## src/rtl/riscv_pkg.sv

```systemverilog
// Shared definitions for the data-memory path: owner states, access sizes and
// the default external burst limit used by the data-memory arbiter.
package riscv_pkg;

    typedef enum logic [1:0] {
        IDLE = 2'd0,
        CORE = 2'd1,
        EXT  = 2'd2
    } owner_e;

    localparam logic [2:0] FUNCT3_WORD       = 3'b010;
    localparam int         EXT_BURST_MAX_DEF = 4;

endpackage

```

## src/rtl/dmem_arbiter.sv

```systemverilog
// Single-port data-memory arbiter between the core M stage and an external
// loader/debug port. Define ARB_ROUND_ROBIN_EN for round-robin IDLE tie-break.
module dmem_arbiter
    import riscv_pkg::*;
#(
    parameter int EXT_BURST_MAX = EXT_BURST_MAX_DEF
) (
    input  logic        clk,
    input  logic        rst,
    input  logic        core_req,
    input  logic        core_we,
    input  logic [2:0]  core_funct3,
    input  logic [31:0] core_addr,
    input  logic [31:0] core_wdata,
    output logic        core_stall,
    output logic [31:0] core_rdata,
    output logic        core_rvalid,
    input  logic        ext_valid,
    output logic        ext_ready,
    input  logic        ext_we,
    input  logic [31:0] ext_addr,
    input  logic [31:0] ext_wdata,
    input  logic        ext_last,
    output logic [31:0] ext_rdata,
    output logic        ext_rvalid,
    output logic        mem_en,
    output logic        mem_we,
    output logic [31:0] mem_addr,
    output logic [31:0] mem_wdata,
    output logic [2:0]  mem_funct3,
    input  logic [31:0] mem_rdata
);

    owner_e     state, state_nxt;
    logic [2:0] cnt, cnt_nxt, cnt_inc;
    logic       sel_core, sel_ext;
    logic       tie_ext;
    logic       rd_core_q, rd_ext_q;

`ifdef ARB_ROUND_ROBIN_EN
    // Remembers who was served last; cleared to favour the core.
    logic last_core;

    always_ff @(posedge clk) begin
        if (rst)           last_core <= 1'b0;
        else if (sel_core) last_core <= 1'b1;
        else if (sel_ext)  last_core <= 1'b0;
    end

    assign tie_ext = last_core;
`else
    assign tie_ext = 1'b0;
`endif

    // An open burst keeps the port while ext has a beat; a gap hands over to the core.
    always_comb begin
        sel_core = 1'b0;
        sel_ext  = 1'b0;
        if (state == EXT && ext_valid) begin
            sel_ext = 1'b1;
        end else if (core_req && ext_valid) begin
            if (tie_ext) sel_ext  = 1'b1;
            else         sel_core = 1'b1;
        end else if (core_req) begin
            sel_core = 1'b1;
        end else if (ext_valid) begin
            sel_ext = 1'b1;
        end
    end

    assign cnt_inc = (cnt == 3'h7) ? cnt : cnt + 3'h1;

    always_comb begin
        state_nxt = state;
        cnt_nxt   = cnt;
        if (sel_core) begin
            state_nxt = CORE;
        end else if (sel_ext) begin
            if (state != EXT) begin
                if (!ext_last) begin
                    state_nxt = EXT;
                    cnt_nxt   = 3'h1;
                end else begin
                    state_nxt = IDLE;
                end
            end else begin
                cnt_nxt = cnt_inc;
                // The burst limit only bites while the core is actually waiting.
                if (ext_last || (core_req && int'(cnt_inc) >= EXT_BURST_MAX))
                    state_nxt = IDLE;
            end
        end else if (state == CORE) begin
            state_nxt = IDLE;
        end
    end

    always_ff @(posedge clk) begin
        if (rst) begin
            state     <= IDLE;
            cnt       <= 3'h0;
            rd_core_q <= 1'b0;
            rd_ext_q  <= 1'b0;
        end else begin
            state     <= state_nxt;
            cnt       <= cnt_nxt;
            rd_core_q <= sel_core & ~core_we;
            rd_ext_q  <= sel_ext & ~ext_we;
        end
    end

    assign core_stall = core_req & ~sel_core;
    assign ext_ready  = sel_ext;

    assign mem_en     = sel_core | sel_ext;
    assign mem_we     = sel_ext ? ext_we    : (sel_core & core_we);
    assign mem_addr   = sel_ext ? ext_addr  : core_addr;
    assign mem_wdata  = sel_ext ? ext_wdata : core_wdata;
    assign mem_funct3 = sel_ext ? FUNCT3_WORD : core_funct3;

    assign core_rvalid = rd_core_q;
    assign ext_rvalid  = rd_ext_q;
    assign core_rdata  = mem_rdata;
    assign ext_rdata   = mem_rdata;

endmodule
```

## config.mk

```make
export PLATFORM = sky130hd
export DESIGN_NAME = dmem_arbiter
export DESIGN_NICKNAME = d
export VERILOG_FILES = /design/src/rtl/riscv_pkg.sv /design/src/rtl/dmem_arbiter.sv
export SDC_FILE = /design/constraint.sdc
export NUM_CORES = 1
export LEC_CHECK = 0
export CELL_PAD_IN_SITES_DETAIL_PLACEMENT = 1
export CELL_PAD_IN_SITES_GLOBAL_PLACEMENT = 1
export CORE_AREA = 5 5 120 122
export DETAILED_ROUTE_END_ITERATION = 8
export DIE_AREA = 0 0 125 127
export PLACE_DENSITY = 0.95
export RECOVER_POWER = 100
export SLEW_MARGIN = 20
export SYNTH_ARGS = -nofsm -noshare
export SYNTH_HDL_FRONTEND = slang
export SYNTH_SLANG_ARGS = --single-unit
export TNS_END_PERCENT = 50
```

## constraint.sdc

```tcl
create_clock -name clk -period 4.9 [get_ports clk]
set_clock_uncertainty 0.1 [all_clocks]
set_input_delay 0.98 -clock clk [delete_from_list [all_inputs] [get_ports clk]]
set_output_delay 0.98 -clock clk [all_outputs]
set_load 0.03 [all_outputs]
```

==> results of run 1 <==
## layer usage
layer	wire (um)	up-vias
li1	-	859
met1	4380	866
met2	5525	139
met3	1102	18
met4	149	0
met5	0	-
## flip-flops by register name, indices dropped and copies added (netlist names)
| signal | count |
|---|---|
| cnt | 3 |
| ext_rvalid | 1 |
| state | 2 |
| core_rvalid | 1 |
## cell type report
class	instances	share of cell area, %
Clock buffer	4	2.236
Multi-Input combinational cell	101	27.01
Timing Repair Buffer	211	60.21
Sequential cell	7	3.976
Inverter	3	0.3195
Tap cell	176	6.248
## synthesized netlist by cell type
cell type	instances
a32o_1	1
buf_6	7
a311oi_1	1
mux2i_1	1
and2_1	2
o21ai_0	4
a21oi_1	3
nand2_1	5
a221oi_1	1
mux2_2	64
nand2b_1	2
nor2_1	4
a32oi_1	1
o211ai_1	1
buf_1	1
nor2b_1	1
nand3_1	2
dfxtp_1	7
nand3b_1	2
o22ai_1	1
nor3_1	2
o21ai_4	1
and2b_1	1
ha_1	1
inv_1	3
buf_4	64
clkbuf_1	1
## worst max-delay path, stage by stage
cell,delay (ps)
dlygate4sd3_1,710
inv_1,170
o21ai_4,200
buf_12,340
mux2_2,420
dlygate4sd3_1,700
## cell families after synthesis
logic type,count (synthesis),share of synthesized area (%)
AOI/OAI and AO/OA,14,6.068
adders and majority gates,1,0.7489
buffers and inverters,76,34.61
DFF,7,8.389
muxes,65,43.75
and+or+nand+nor,21,6.442
## report_power, final
group	internal (mW)	switching, mW	total (mW)
logic	0.202	0.183	0.385
registers	0.0596	0.00202	0.0616
clock network	0.108	0.0324	0.141
total	0.370	0.217	0.587
## worst max-delay path by stage
stage | cells past startpoint | slack, ps | endpoint
after floorplan | 5 | 1840 | mem_we
after global placement | 6 | 460 | mem_wdata[31]
after detailed placement | 6 | 400 | mem_addr[22]
after CTS | 6 | 400 | mem_addr[22]
after global routing | 6 | 180 | mem_addr[22]
final | 6 | 250 | mem_addr[22]
## stage by stage
| step | setup slack, ps | hold slack [ps] |
|---|---|---|
| 6_report | 253.2 | 436.1 |
| 3_5_place_dp | 403.9 | 430.2 |
| 4_1_cts | 400.2 | 439.3 |
| 2_1_floorplan | 1840 | 370.2 |
| 3_3_place_gp | 462.3 | 385.2 |
| 5_1_grt | 180.4 | 468.7 |
==> reports/metrics.yaml, run 1 <==
setup_path:
  crit_path_start: "core_req"
  cp-start-kind: "input pin"
  cp-end-kind: "primary output"
  critPathMaxFanout: 70
  rr_worst_depth: 5
  r2r_slack_ps: 3330
  path_class: "in2out"
  required_ps: 3820
  arrival_ps: 3570
  worstReg2RegStart: "state[0]"
  timing.rr.end: "state[1]"
hold_path:
  hold_path_depth: 2
  hp-start: "cnt[2]"
  holdPathEnd: "cnt[2]"
  hold_class: "reg2reg"
synth:
  synth_top_area_share_pct: 43.15
  synth-seq-cells: 7
  synth_cells: 184
  ys_seq_area_share_pct: 8.390
  synth_largest_area_cell: "mux2_2"
  syn_area_sq_um: 1670
  synthTopCellsByArea: "mux2_2, buf_4, dfxtp_1"
  yosys_warnings: 0
  syn_nets: 355
  syn_area_per_cell_sq_um: 9.078
  synth_cell_types: 27
floorplanning:
  core_area_sq_um: 13090
  die_area_sq_um: 15880
  start_util_pct: 12.77
  die_y_um: 127
  die_x_um: 125
  io-pin-count: 307
  rows: 42
final_layout:
  n_fill_cell: 1469
  drive_above_1_share_pct: 21.17
  fin_util_pct: 26.94
  multiInputGateArea_sq_um: 952.2
  final_cell_area_sq_um: 3525
  final_cells: 502
  seq_area_sq_um: 140.1
  layout_commonest_cell: "clkdlybuf4s50_1"
  final_nets: 498
  mostFrequentLayoutCells: "clkdlybuf4s50_1, dlygate4sd3_1, mux2_2, dfxtp_1, nand2_1"
  antenna_cells: 0
  synthToLayoutAreaGrowth_pct: 111.0
sta:
  fin_crit_sh_pct: 94.83
  fmax_mhz: 215.2
  rsz0062_at_grt: "false"
  final_hold_viol_count: 0
  min_period_ps: 4647
  setup_tns_ps: 0
  setup_viol_count_final: 0
  tightest_slew_ps: 480.5
  relSlewSlack_pct: 67.86
  slew_viol_final: 0
detailed_routing:
  wirelength_um: 11160
  routed_via_density: 3.749
  vias: 1882
  ant_nets: 0
  route.detailed.drc: 0
  first_pass_iters: 4
  wl_per_cell_um: 22.23
  drt_iter0_drc: 55
cts:
  cts.hold.buffers_added: 0
  clkTransAtPathRegs_ps: 40
  ctsResizeCount: 0
  post-cts-setup-buffers: 0
  numClockSinks: 7
  cts_buffers: 3
  cts_tree: "yes"
  cts_buffer_depth: 2
  root_buffer: "clkbuf_16"
  clk_latency_ps: 240
  cts-htree-levels: 1
global_routing:
  grt_pass1_vias: 2108
  met1_usage_pct: 14.97
  globalRouteMet3Util_pct: 5.050
  use_met2_pct: 22.97
  antenna_found_initial: 0
  overflow: 0
  top_usage_layer: "met2"
  grt_max_degree: 71
  grt_pass1_wl_um: 15700
  track_usage_pct: 13.06
pwr:
  ir_drop_uv: 90.48
  power.total_mw: 0.5872
  power_density_nw_per_um2: 166.6
  leakage_nw: 1.317
run:
  cap_violations: 0
placement:
  gp_congestion: 0.9454
  io_buffers: 210
  dp_cells: 498
  dpl.hpwl_um: 9666
  dpl-instance-area_sq_um: 3446
status:
  outcome: "completed"
Power figures use the tool's default switching activity.
==> inputs of run 2 (changes only) <==
--- a/config.mk
+++ b/config.mk
@@ -11,7 +11,7 @@
 export DETAILED_ROUTE_END_ITERATION = 8
 export DIE_AREA = 0 0 125 127
 export PLACE_DENSITY = 0.95
-export RECOVER_POWER = 100
+export RECOVER_POWER = 25
 export SLEW_MARGIN = 20
 export SYNTH_ARGS = -nofsm -noshare
 export SYNTH_HDL_FRONTEND = slang
==> run 2 against run 1 <==
  * Setup slack better by 160 ps
  * Routed wire length rose by 0.39%
  * Count of clock-buffer cells in the layout unchanged
  * Sequential share of layout area unchanged
  * Non-clock buffer count is the same
  * Worst hold slack lost 1.6 ps
  * Critical path depth unchanged
  * Die area unchanged
==> reports/metrics.yaml, run 2 (synthesized netlist as in run 1, its figures left out) <==
sta:
  setup_viol_count_final: 0  # unchanged
  min_period_ps: 4485  # was 4647 ps
  timing.hold.ws_ps: 434.5  # was 436.1 ps
  relSlewSlack_pct: 68.10  # was 67.86%
  fin_crit_sh_pct: 91.53  # was 94.83%
  fin_ws_ps: 414.8  # was 253.2 ps
  final_hold_viol_count: 0  # unchanged
  rsz0062_at_grt: "false"  # unchanged
  slew_viol_final: 0  # unchanged
  fmax_mhz: 223.0  # was 215.2 MHz
  setup_tns_ps: 0  # unchanged
  tightest_slew_ps: 477.1  # was 480.5 ps
detailed_routing:
  routed_via_density: 3.775  # was 3.749
  wirelength_um: 11200  # was 11,160 um
  vias: 1895  # was 1,882
  route.detailed.drc: 0  # unchanged
  ant_nets: 0  # unchanged
  first_pass_iters: 4  # unchanged
  drt_iter0_drc: 70  # was 55
  wl_per_cell_um: 22.31  # was 22.23 um
final_layout:
  antenna_cells: 0  # unchanged
  synthToLayoutAreaGrowth_pct: 111.0  # unchanged
  drive_above_1_share_pct: 21.17  # unchanged
  layout_commonest_cell: "clkdlybuf4s50_1"  # unchanged
  final_cell_area_sq_um: 3525  # unchanged
  largest_reg_flops: 3  # unchanged
  n_fill_cell: 1469  # unchanged
  top_regs: "cnt: 3 flops, state: 2 flops"  # unchanged
  seq_area_sq_um: 140.1  # unchanged
  fin_util_pct: 26.94  # unchanged
  top_register: "cnt"  # unchanged
  final_nets: 498  # unchanged
  mostFrequentLayoutCells: "clkdlybuf4s50_1, mux2_2, dfxtp_1, nand2_1"  # was clkdlybuf4s50_1, dlygate4sd3_1, mux2_2, dfxtp_1, nand2_1
  multiInputGateArea_sq_um: 952.2  # unchanged
cts:
  cts_buffer_depth: 2  # unchanged
  ctsResizeCount: 0  # unchanged
  cts_tree: "yes"  # unchanged
  post-cts-setup-buffers: 0  # unchanged
  cts_buffers: 3  # unchanged
  root_buffer: "clkbuf_16"  # unchanged
  cts.hold.buffers_added: 0  # unchanged
  cts-htree-levels: 1  # unchanged
  numClockSinks: 7  # unchanged
  clkTransAtPathRegs_ps: 40  # about the same
  clk_latency_ps: 240  # about the same
floorplanning:
  core_area_sq_um: 13090  # unchanged
  io-pin-count: 307  # unchanged
  die_x_um: 125  # unchanged
  rows: 42  # unchanged
  die_y_um: 127  # unchanged
  die_area_sq_um: 15880  # unchanged
  start_util_pct: 12.77  # unchanged
pwr:
  swShare_pct: 36.22  # was 37.03%
  pwr-share-comb_pct: 66.7  # was 65.5%
  p_switching_mw: 0.2200  # was 0.2174 mW
  leakage_nw: 1.286  # was 1.317 nW
  p_int_mw: 0.3873  # was 0.3697 mW
  clockPowerShare_pct: 23.2  # was 24.0%
  ir_drop_uv: 91.23  # was 90.48 uV
  power_density_nw_per_um2: 172.3  # was 166.6 nW/um^2
  seq_power_share_pct: 10.1  # was 10.5%
status:
  outcome: "completed"  # unchanged
setup_path:
  cp-end-kind: "primary output"  # unchanged
  cp-start-kind: "input pin"  # unchanged
  arrival_ps: 3410  # was 3570 ps
  path_class: "in2out"  # unchanged
  critPathMaxFanout: 70  # unchanged
  required_ps: 3820  # about the same
placement:
  dpl.hpwl_um: 9666  # unchanged
  pre_cts_slack_ps: 403.9  # unchanged
  dpl-instance-area_sq_um: 3446  # unchanged
  gp_congestion: 0.9454  # unchanged
  io_buffers: 210  # unchanged
global_routing:
  overflow: 0  # unchanged
  grt_pass1_vias: 2108  # unchanged
  grt_pass1_wl_um: 15700  # unchanged
  grt_max_degree: 71  # unchanged
  antenna_found_initial: 0  # unchanged
  track_usage_pct: 13.06  # unchanged
run:
  cap_violations: 0  # unchanged
hold_path:
  hold_class: "reg2reg"  # unchanged
## run 2: metrics by stage
stage / cells / total power [mW]
floorplan: 184 / 0.3404
global placement: 498 / 0.4656
detailed placement: 498 / 0.4683
CTS: 502 / 0.6146
global route: 502 / 0.6301
finish: 502 / 0.6073
## run 2: path summary, 6_finish.rpt
check | startpoint | end | slack (ps) | cells past startpoint
worst min-delay path | cnt[2] | cnt[2] | 430 | 2
worst max register to register | state[0] | state[1] | 3330 | 5
worst max-delay path | core_req | mem_addr[18] | 410 | 6
worst min register to register | cnt[2] | cnt[2] | 430 | 2
## run 2: area by class of cell
type                       instances  share of cell area [%]
timing repair buffer             211                   60.21
multi-input combinational        101                   27.01
tap                              176                   6.248
inverter                           3                  0.3195
clock buffer                       4                   2.236
sequential                         7                   3.976
## run 2: worst max-delay path, stage by stage
cell,delay (ps)
clkdlybuf4s50_1,640
inv_1,170
o21ai_4,200
buf_12,340
mux2_2,420
clkdlybuf4s50_1,620
## run 2: routing by layer
layer  wire (um)  GRT usage (%)  vias to the layer above
met1        4409          14.97                      879
met5           0              0                        -
met4         149          3.189                        0
li1            -              -                      859
met3        1102          5.050                       18
met2        5540          22.97                      139
## run 2: power groups by stage
stage	clock network, mW	logic (mW)	registers (mW)
2_1_floorplan	0	0.278	0.0629
3_3_place_gp	0	0.404	0.0618
3_5_place_dp	0	0.406	0.0623
4_1_cts	0.143	0.410	0.0616
5_1_grt	0.146	0.422	0.0619
6_report	0.141	0.405	0.0616
